==> config.mk <==
export PLATFORM = sky130hd
export DESIGN_NAME = ula_seq
export DESIGN_NICKNAME = d
export VERILOG_FILES = /design/src/rtl/ula_seq.sv
export SDC_FILE = /design/constraint.sdc
export NUM_CORES = 1
export LEC_CHECK = 0
export BUFFER_PORTS_ARGS = -buffer_cell sky130_fd_sc_hd__buf_4
export CORE_UTILIZATION = 50
export CTS_BUF_LIST = sky130_fd_sc_hd__clkbuf_4 sky130_fd_sc_hd__clkbuf_8
export DETAILED_ROUTE_END_ITERATION = 8
export PLACE_DENSITY = 0.7
export SLEW_MARGIN = 5
export SYNTH_ARGS = -nofsm -noshare
export SYNTH_HDL_FRONTEND = slang
export SYNTH_SLANG_ARGS = --single-unit
==> constraint.sdc <==
create_clock -name clk -period 3.6 [get_ports clk]
set_input_delay 0.36 -clock clk [delete_from_list [all_inputs] [get_ports clk]]
set_output_delay 0.36 -clock clk [all_outputs]
set_load 0.01 [all_outputs]
==> src/rtl/ula_seq.sv <==
// Sequential ALU: add, sub, and, shift-add multiply on WIDTH-bit unsigned operands.
// Latency: done pulses 1 cycle after an accepted start (add/sub/and), WIDTH+1 cycles (mul).
// Backpressure: start is honoured only while busy=0; starts seen while busy are dropped, not queued.
// Ports: clk, rst_n (async active-low); start/op/e0/e1 request; s/s_hi/c/z registered result
//        held until the next completion; busy (state not idle); done (one-cycle result-valid pulse).
module ula_seq #(
   parameter int WIDTH = 16
) (
   input  logic             clk,
   input  logic             rst_n,
   input  logic             start,
   input  logic [1:0]       op,
   input  logic [WIDTH-1:0] e0,
   input  logic [WIDTH-1:0] e1,
   output logic [WIDTH-1:0] s,
   output logic [WIDTH-1:0] s_hi,
   output logic             c,
   output logic             z,
   output logic             busy,
   output logic             done
);

   localparam int CW = $clog2(WIDTH);
   localparam logic [CW-1:0] CNT_LAST = CW'(WIDTH - 1);

   typedef enum logic [1:0] {
      OCIOSO = 2'd0,
      MULT   = 2'd1,
      FIM    = 2'd2
   } state_t;

   state_t               state_q, state_d;
   logic [WIDTH-1:0]     a_q, a_d;        // multiplicand
   logic [WIDTH-1:0]     b_q, b_d;        // multiplier, consumed LSB first
   logic [2*WIDTH-1:0]   acc_q, acc_d;    // {upper partial sum, retired product bits}
   logic [CW-1:0]        cnt_q, cnt_d;
   logic [WIDTH-1:0]     s_q, s_d;
   logic [WIDTH-1:0]     s_hi_q, s_hi_d;
   logic                 c_q, c_d;
   logic                 z_q, z_d;

   logic [WIDTH:0]       add_sum;
   logic [WIDTH:0]       sub_dif;
   logic [WIDTH:0]       mac_sum;
   logic [2*WIDTH-1:0]   acc_nxt;

   // Datapath. The extra top bit of sub_dif is the borrow, i.e. e0 < e1.
   // mac_sum keeps the carry of the partial add so the right shift loses nothing.
   always_comb begin
      add_sum = {1'b0, e0} + {1'b0, e1};
      sub_dif = {1'b0, e0} - {1'b0, e1};
      mac_sum = {1'b0, acc_q[2*WIDTH-1:WIDTH]} + (b_q[0] ? {1'b0, a_q} : {(WIDTH+1){1'b0}});
      acc_nxt = {mac_sum, acc_q[WIDTH-1:1]};
   end

   always_comb begin
      state_d = state_q;
      a_d     = a_q;
      b_d     = b_q;
      acc_d   = acc_q;
      cnt_d   = cnt_q;
      s_d     = s_q;
      s_hi_d  = s_hi_q;
      c_d     = c_q;
      z_d     = z_q;

      case (state_q)
         OCIOSO: begin
            if (start) begin
               a_d = e0;
               b_d = e1;
               if (op == 2'b10) begin
                  state_d = MULT;
                  acc_d   = '0;
                  cnt_d   = '0;
               end else begin
                  // Single-cycle ops resolve straight from the inputs on the accepting edge.
                  state_d = FIM;
                  s_hi_d  = '0;
                  case (op)
                     2'b00: begin
                        s_d = add_sum[WIDTH-1:0];
                        c_d = add_sum[WIDTH];
                     end
                     2'b01: begin
                        s_d = sub_dif[WIDTH-1:0];
                        c_d = sub_dif[WIDTH];
                     end
                     default: begin
                        s_d = e0 & e1;
                        c_d = 1'b0;
                     end
                  endcase
                  z_d = (s_d == '0);
               end
            end
         end
         MULT: begin
            acc_d = acc_nxt;
            b_d   = b_q >> 1;
            cnt_d = cnt_q + CW'(1);
            if (cnt_q == CNT_LAST) begin
               state_d = FIM;
               s_d     = acc_nxt[WIDTH-1:0];
               s_hi_d  = acc_nxt[2*WIDTH-1:WIDTH];
               c_d     = (acc_nxt[2*WIDTH-1:WIDTH] != '0);
               z_d     = (acc_nxt == '0);
            end
         end
         FIM: begin
            state_d = OCIOSO;
         end
         default: begin
            state_d = OCIOSO;
         end
      endcase
   end

   always_ff @(posedge clk or negedge rst_n) begin
      if (!rst_n) begin
         state_q <= OCIOSO;
         a_q     <= '0;
         b_q     <= '0;
         acc_q   <= '0;
         cnt_q   <= '0;
         s_q     <= '0;
         s_hi_q  <= '0;
         c_q     <= 1'b0;
         z_q     <= 1'b0;
      end else begin
         state_q <= state_d;
         a_q     <= a_d;
         b_q     <= b_d;
         acc_q   <= acc_d;
         cnt_q   <= cnt_d;
         s_q     <= s_d;
         s_hi_q  <= s_hi_d;
         c_q     <= c_d;
         z_q     <= z_d;
      end
   end

   assign s    = s_q;
   assign s_hi = s_hi_q;
   assign c    = c_q;
   assign z    = z_q;
   assign busy = (state_q != OCIOSO);
   assign done = (state_q == FIM);

endmodule

== Yosys cells after proc, flatten, opt, wreduce, memory -nomap -nowiden ==
Cells that the tools add are included.
Storage, ports and cells
  output and inout port bits: 36
  word-level logic and storage cells: 69
  input port bits: 37
  flip-flop bits (word level): 104
Operators by class
  reductions and logical operators: 12
  bitwise logic cells: 1
  eq/ne operators: 9
  add/sub/neg operators: 4
  multiplexer cells: 34
Operators with widths (count)
  16-bit two-way mux: 11
  16-bit case mux with 2 select lines: 4
  32-bit two-way mux: 2
  32-bit case mux with 2 select lines: 1
  16-bit by 16-bit adder with 17-bit output: 2
  32-bit zero test: 1
  16-bit by 16-bit subtractor with 17-bit output: 1
  16-bit bitwise AND: 1
  16-bit zero test: 1
  16-bit nonzero test: 1
  4-bit two-way mux: 2
  2-bit inequality test, second input constant: 4
  4-bit case mux with 2 select lines: 1
  1-bit two-way mux: 6
  2-bit two-way mux: 3
  1-bit case mux with 2 select lines: 3
  2-bit AND reduction: 3
  4-bit by 1-bit adder with 4-bit output, second input constant: 1
  2-bit by 1-bit == test with 1-bit output, second input constant: 2
  2-bit == test, second input constant: 2
  4-bit == test, second input constant: 1
  2-bit zero test: 2
  2-bit case mux with 2 select lines: 1
  4-bit AND reduction: 1
  other kinds (2): 3

== Longest topological paths before layout ==
  depth after elaboration: 9
  gate-level depth with buffers: 13
  depth with buffers taken out: 13

== Least setup slack after synthesis ==
OpenSTA, ideal clock, no wires.
  path kind: flip-flop to flip-flop
  start point: reg b_q[0]
  end point: reg c_q (netlist: c)
  required time: 3.478 ns
  clock period less this slack: 2.901 ns
  data arrival time: 2.778 ns
  cell stages (with the launch flop): 13
  setup time: 0.122 ns
  setup slack: 0.699 ns
  path buffers: 0
  path through: dfrtp_1 -> and2_1 -> ha_1 -> fa_1 -> a211oi_1 -> o21ai_1 -> a41oi_1 -> o21ai_1 -> nor3_1 -> a31oi_1 -> nor4_1 -> a21o_1 -> a21oi_1
On the way
  longest elaborated chain between the ends: 5
RTL lines
  start, declared: RTL line 34  | logic [WIDTH-1:0] b_q, b_d;
  start signal, assigned: RTL line 123  | b_q <= '0;
  start signal, assigned: RTL line 133  | b_q <= b_d;
  16-bit two-way mux: RTL line 52  | mac_sum = {1'b0, acc_q[2*WIDTH-1:WIDTH]} + (b_q[0] ? {1'b0, a_q} : {(WIDTH+1){1'b0}});
  16-bit by 16-bit adder with 17-bit output: RTL line 52
  16-bit nonzero test: RTL line 106  | c_d = (acc_nxt[2*WIDTH-1:WIDTH] != '0);
  1-bit two-way mux: RTL line 102  | if (cnt_q == CNT_LAST) begin
  1-bit case mux with 2 select lines: RTL line 67  | case (state_q)
  end signal, assigned: RTL line 128  | c_q <= 1'b0;
  end signal, assigned: RTL line 138  | c_q <= c_d;
  end, declared: RTL line 39  | logic c_q, c_d;
No other way between the ends. The select of a mux whose other input is x is not followed.
A chain may end at the register's enable or synchronous reset.

== Worst setup path after layout ==
  start point: reg b_q[0]
  end point: reg z_q (netlist: z)
On the way
  longest elaborated chain between the ends: 5
RTL lines
  16-bit two-way mux: RTL line 52
  16-bit by 16-bit adder with 17-bit output: RTL line 52
  32-bit zero test: RTL line 107  | z_d = (acc_nxt == '0);
  1-bit two-way mux: RTL line 102
  1-bit case mux with 2 select lines: RTL line 67
  end signal, assigned: RTL line 139  | z_q <= z_d;
  end, declared: RTL line 40  | logic z_q, z_d;
No other way between the ends. The select of a mux whose other input is x is not followed.

==> out/qor.yml <==
nFillCells: 1179
vias: 6036
cp.required_ps: 3910
outcome: "complete, no violations"
cts_max_level: 3
postRouteAntennaNets: 0
fin_ws_ps: 275
synth_top_area_cell: "dfrtp_1"
drtIter0Drc: 486
ys_types: 58
viasPerCell: 5.79
grt_overflow_total: 0
clock_sinks: 103
drc: 0
io_buffers: 72
post-route-util_pct: 58.6
ir_drop_uv: 388
critPathKind: "flip-flop to flip-flop"
netlist_top_cells_area: "dfrtp_1 (38%), ha_1 (9.1%), nand2_1 (7.0%)"
slowest_delay_ps: 460
grt_pass1_wl_um: 30800
slew_viol_final: 0
rows: 42
clockBufferDepth: 2
grt_usage_pct: 28.0
finalCriticalPeriod_ps: 3330
final_layout_size_suffix_gt1_share_pct: 15.4
cpMaxStageDelayCell: "dfrtp_1"
yosysSeqAreaShare_pct: 37.6
pwr-share-seq_pct: 37.5
p_per_area_nw_per_um2: 695
ys_warn_count: 0
switchingPower_w: 0.00228
core_area_um2: 13300
synth_edf_count: 0
syn_area_um2: 6860
synth_top_family_by_area: "compound AO/OA/AOI/OAI gates"
setup_viol: 0
cp.arrival_ps: 3640
syn-instance-count: 802
ys_ff_latch: 103
fp.dieH_um: 119
fmax_mhz: 301
cts_tree: "done"
synth_mux_area_share_pct: 4.72
rsz0062_at_grt: "no"
clkPwrFrac_pct: 13.0
finalCritPeriodShare_pct: 92.4
synth_fa_ha_area_share_pct: 9.99
cts_buffers: 9
fin_hold_ws_ps: 237
root_buffer: "clkbuf_8"
worstPathCellList: "and2_1 -> ha_1 -> fa_1 -> a211oi_2 -> o21ai_1 -> a41oi_1 -> o21ai_1 -> nor3_1 -> a31oi_1 -> nor4_1 -> buf_4 -> a31oi_1 -> a21oi_1"
grt_pass1_vias: 5755
internal-power_w: 0.00313
critPathBufInv: 1
final_common_cell: "nand2_1"
finalWeightedCongestion: 0.974
switching_share_pct: 42.1
synth-main-ff-cell: "dfrtp_1"
wl_um: 18800
die_area_um2: 14200
drv_cap: 0
routedWlPerCell_um: 18.0
fin_tns_setup_ps: 0
cts_setup_buffers: 0
fin_worst_skew_ps: 12.0
endpoint_kind: "flip-flop"
p_leak_nw: 3.75
crit_fanout: 10
placed_area_um2: 7590
syn_area_per_cell_um2: 8.56
clk_pin_slew_ps: 100
pwr-share-comb_pct: 49.5
start_kind: "flip-flop"
synth_compound_gate_area_share_pct: 21.7
place_worst_setup_slack_ps: 271
clk_latency_ps: 390
max_slew_margin_pct: 46.4
initial_utilization_pct: 51.6
worst_pin_slew_ps: 801
grt_max_degree: 49
firstDrtPassIters: 5
final_area_um2: 7790
synthXorXnorAreaFrac_pct: 3.32
final_cell_mix: "nand2_1 (128), dfrtp_1 (103), buf_4 (85)"
area_delta_synth_final_pct: 13.5
path_delay_family: "compound AO/OA/AOI/OAI gates"
synthArstFlopShare_pct: 100
yosys.area_share.simple_pct: 18.6
dp_hpwl_um: 14500
ios: 73
antenna_found_initial: 0
synth_fp_nets: 892
num_antenna_cells: 0
worstHoldPathType: "primary input to flip-flop"
synth_top_cell_area_share_pct: 37.6
layout.nets: 951
hold_viol: 0
die_w_um: 119
## cells in the mapped netlist (all sizes together), types with 13 or more instances
| cell type | number |
|---|---|
| nand2 | 128 |
| dfrtp | 103 |
| o21ai | 80 |
| nor2 | 57 |
| a21oi | 55 |
| ha | 50 |
| inv | 33 |
| clkbuf | 30 |
| nor2b | 23 |
| a21o | 21 |
| mux2 | 19 |
| and2 | 17 |
| xnor2 | 16 |
| a22oi | 13 |
## what timing repair did
action | 4_1_cts | 5_1_grt
resized for setup | 0 | 1
hold buffers | 1 | 0
setup endpoints to repair | 0 | 2
hold endpoints to repair | 40 | 0
## layout make-up
class	instances	area, um^2	area share [%]
Clock buffer	14	168	2.15
Clock inverter	2	16.3	0.209
Inverter	33	124	1.59
Multi-Input combinational cell	627	4020	51.6
Sequential cell	103	2580	33.1
Tap cell	176	220	2.83
Timing Repair Buffer	87	668	8.57
## sequential cells by signal, summed over array words and instances (netlist names)
signal,count
cnt_q,4
s_hi,16
s,16
a_q,16
acc_q,31
state_q,2
z,1
c,1
b_q,16
## stage by stage
step	instances	total power (W)
final	1042	0.00542
after CTS	1042	0.00542
after global placement	1025	0.00463
after detailed placement	1025	0.00471
after floorplan	802	0.00375
after global routing	1042	0.00584
## cells by family after synthesis
group	after synthesis
adder cells (fa/ha/maj)	53
buffers and inverters	72
XOR/XNOR	26
multiplexers	30
flip-flops	103
AO/OA/AOI/OAI	239
AND/OR/NAND/NOR	279
## power groups by stage
stage | Combinational (W) | Sequential (W) | Clock (W)
3_5_place_dp | 0.00266 | 0.00205 | 0
4_1_cts | 0.00267 | 0.00203 | 0.000722
2_1_floorplan | 0.00174 | 0.00200 | 0
6_report | 0.00268 | 0.00203 | 0.000706
3_3_place_gp | 0.00261 | 0.00203 | 0
5_1_grt | 0.00297 | 0.00211 | 0.000763
## per-layer routing
layer / up-vias / GRT usage [%] / routed length, um
met1: 2893 / 41.5 / 9210
met3: 28 / 3.02 / 826
met2: 199 / 42.3 / 8360
met4: 0 / 9.81 / 409
li1: 2916 / - / -
met5: - / 0 / 0
## final timing paths
check / slack (ps) / cells after the start / from / endpoint
min reg2reg: 480 / 2 / s[7] / s[7]
max: 270 / 13 / b_q[0] / z
min: 240 / 2 / e0[4] / a_q[4]
max reg2reg: 270 / 13 / b_q[0] / z
min in group asynchronous: 490 / 2 / rst_n / s_hi[5]
max in group asynchronous: 2270 / 3 / rst_n / b_q[3]
Power figures use the tool's default switching activity.
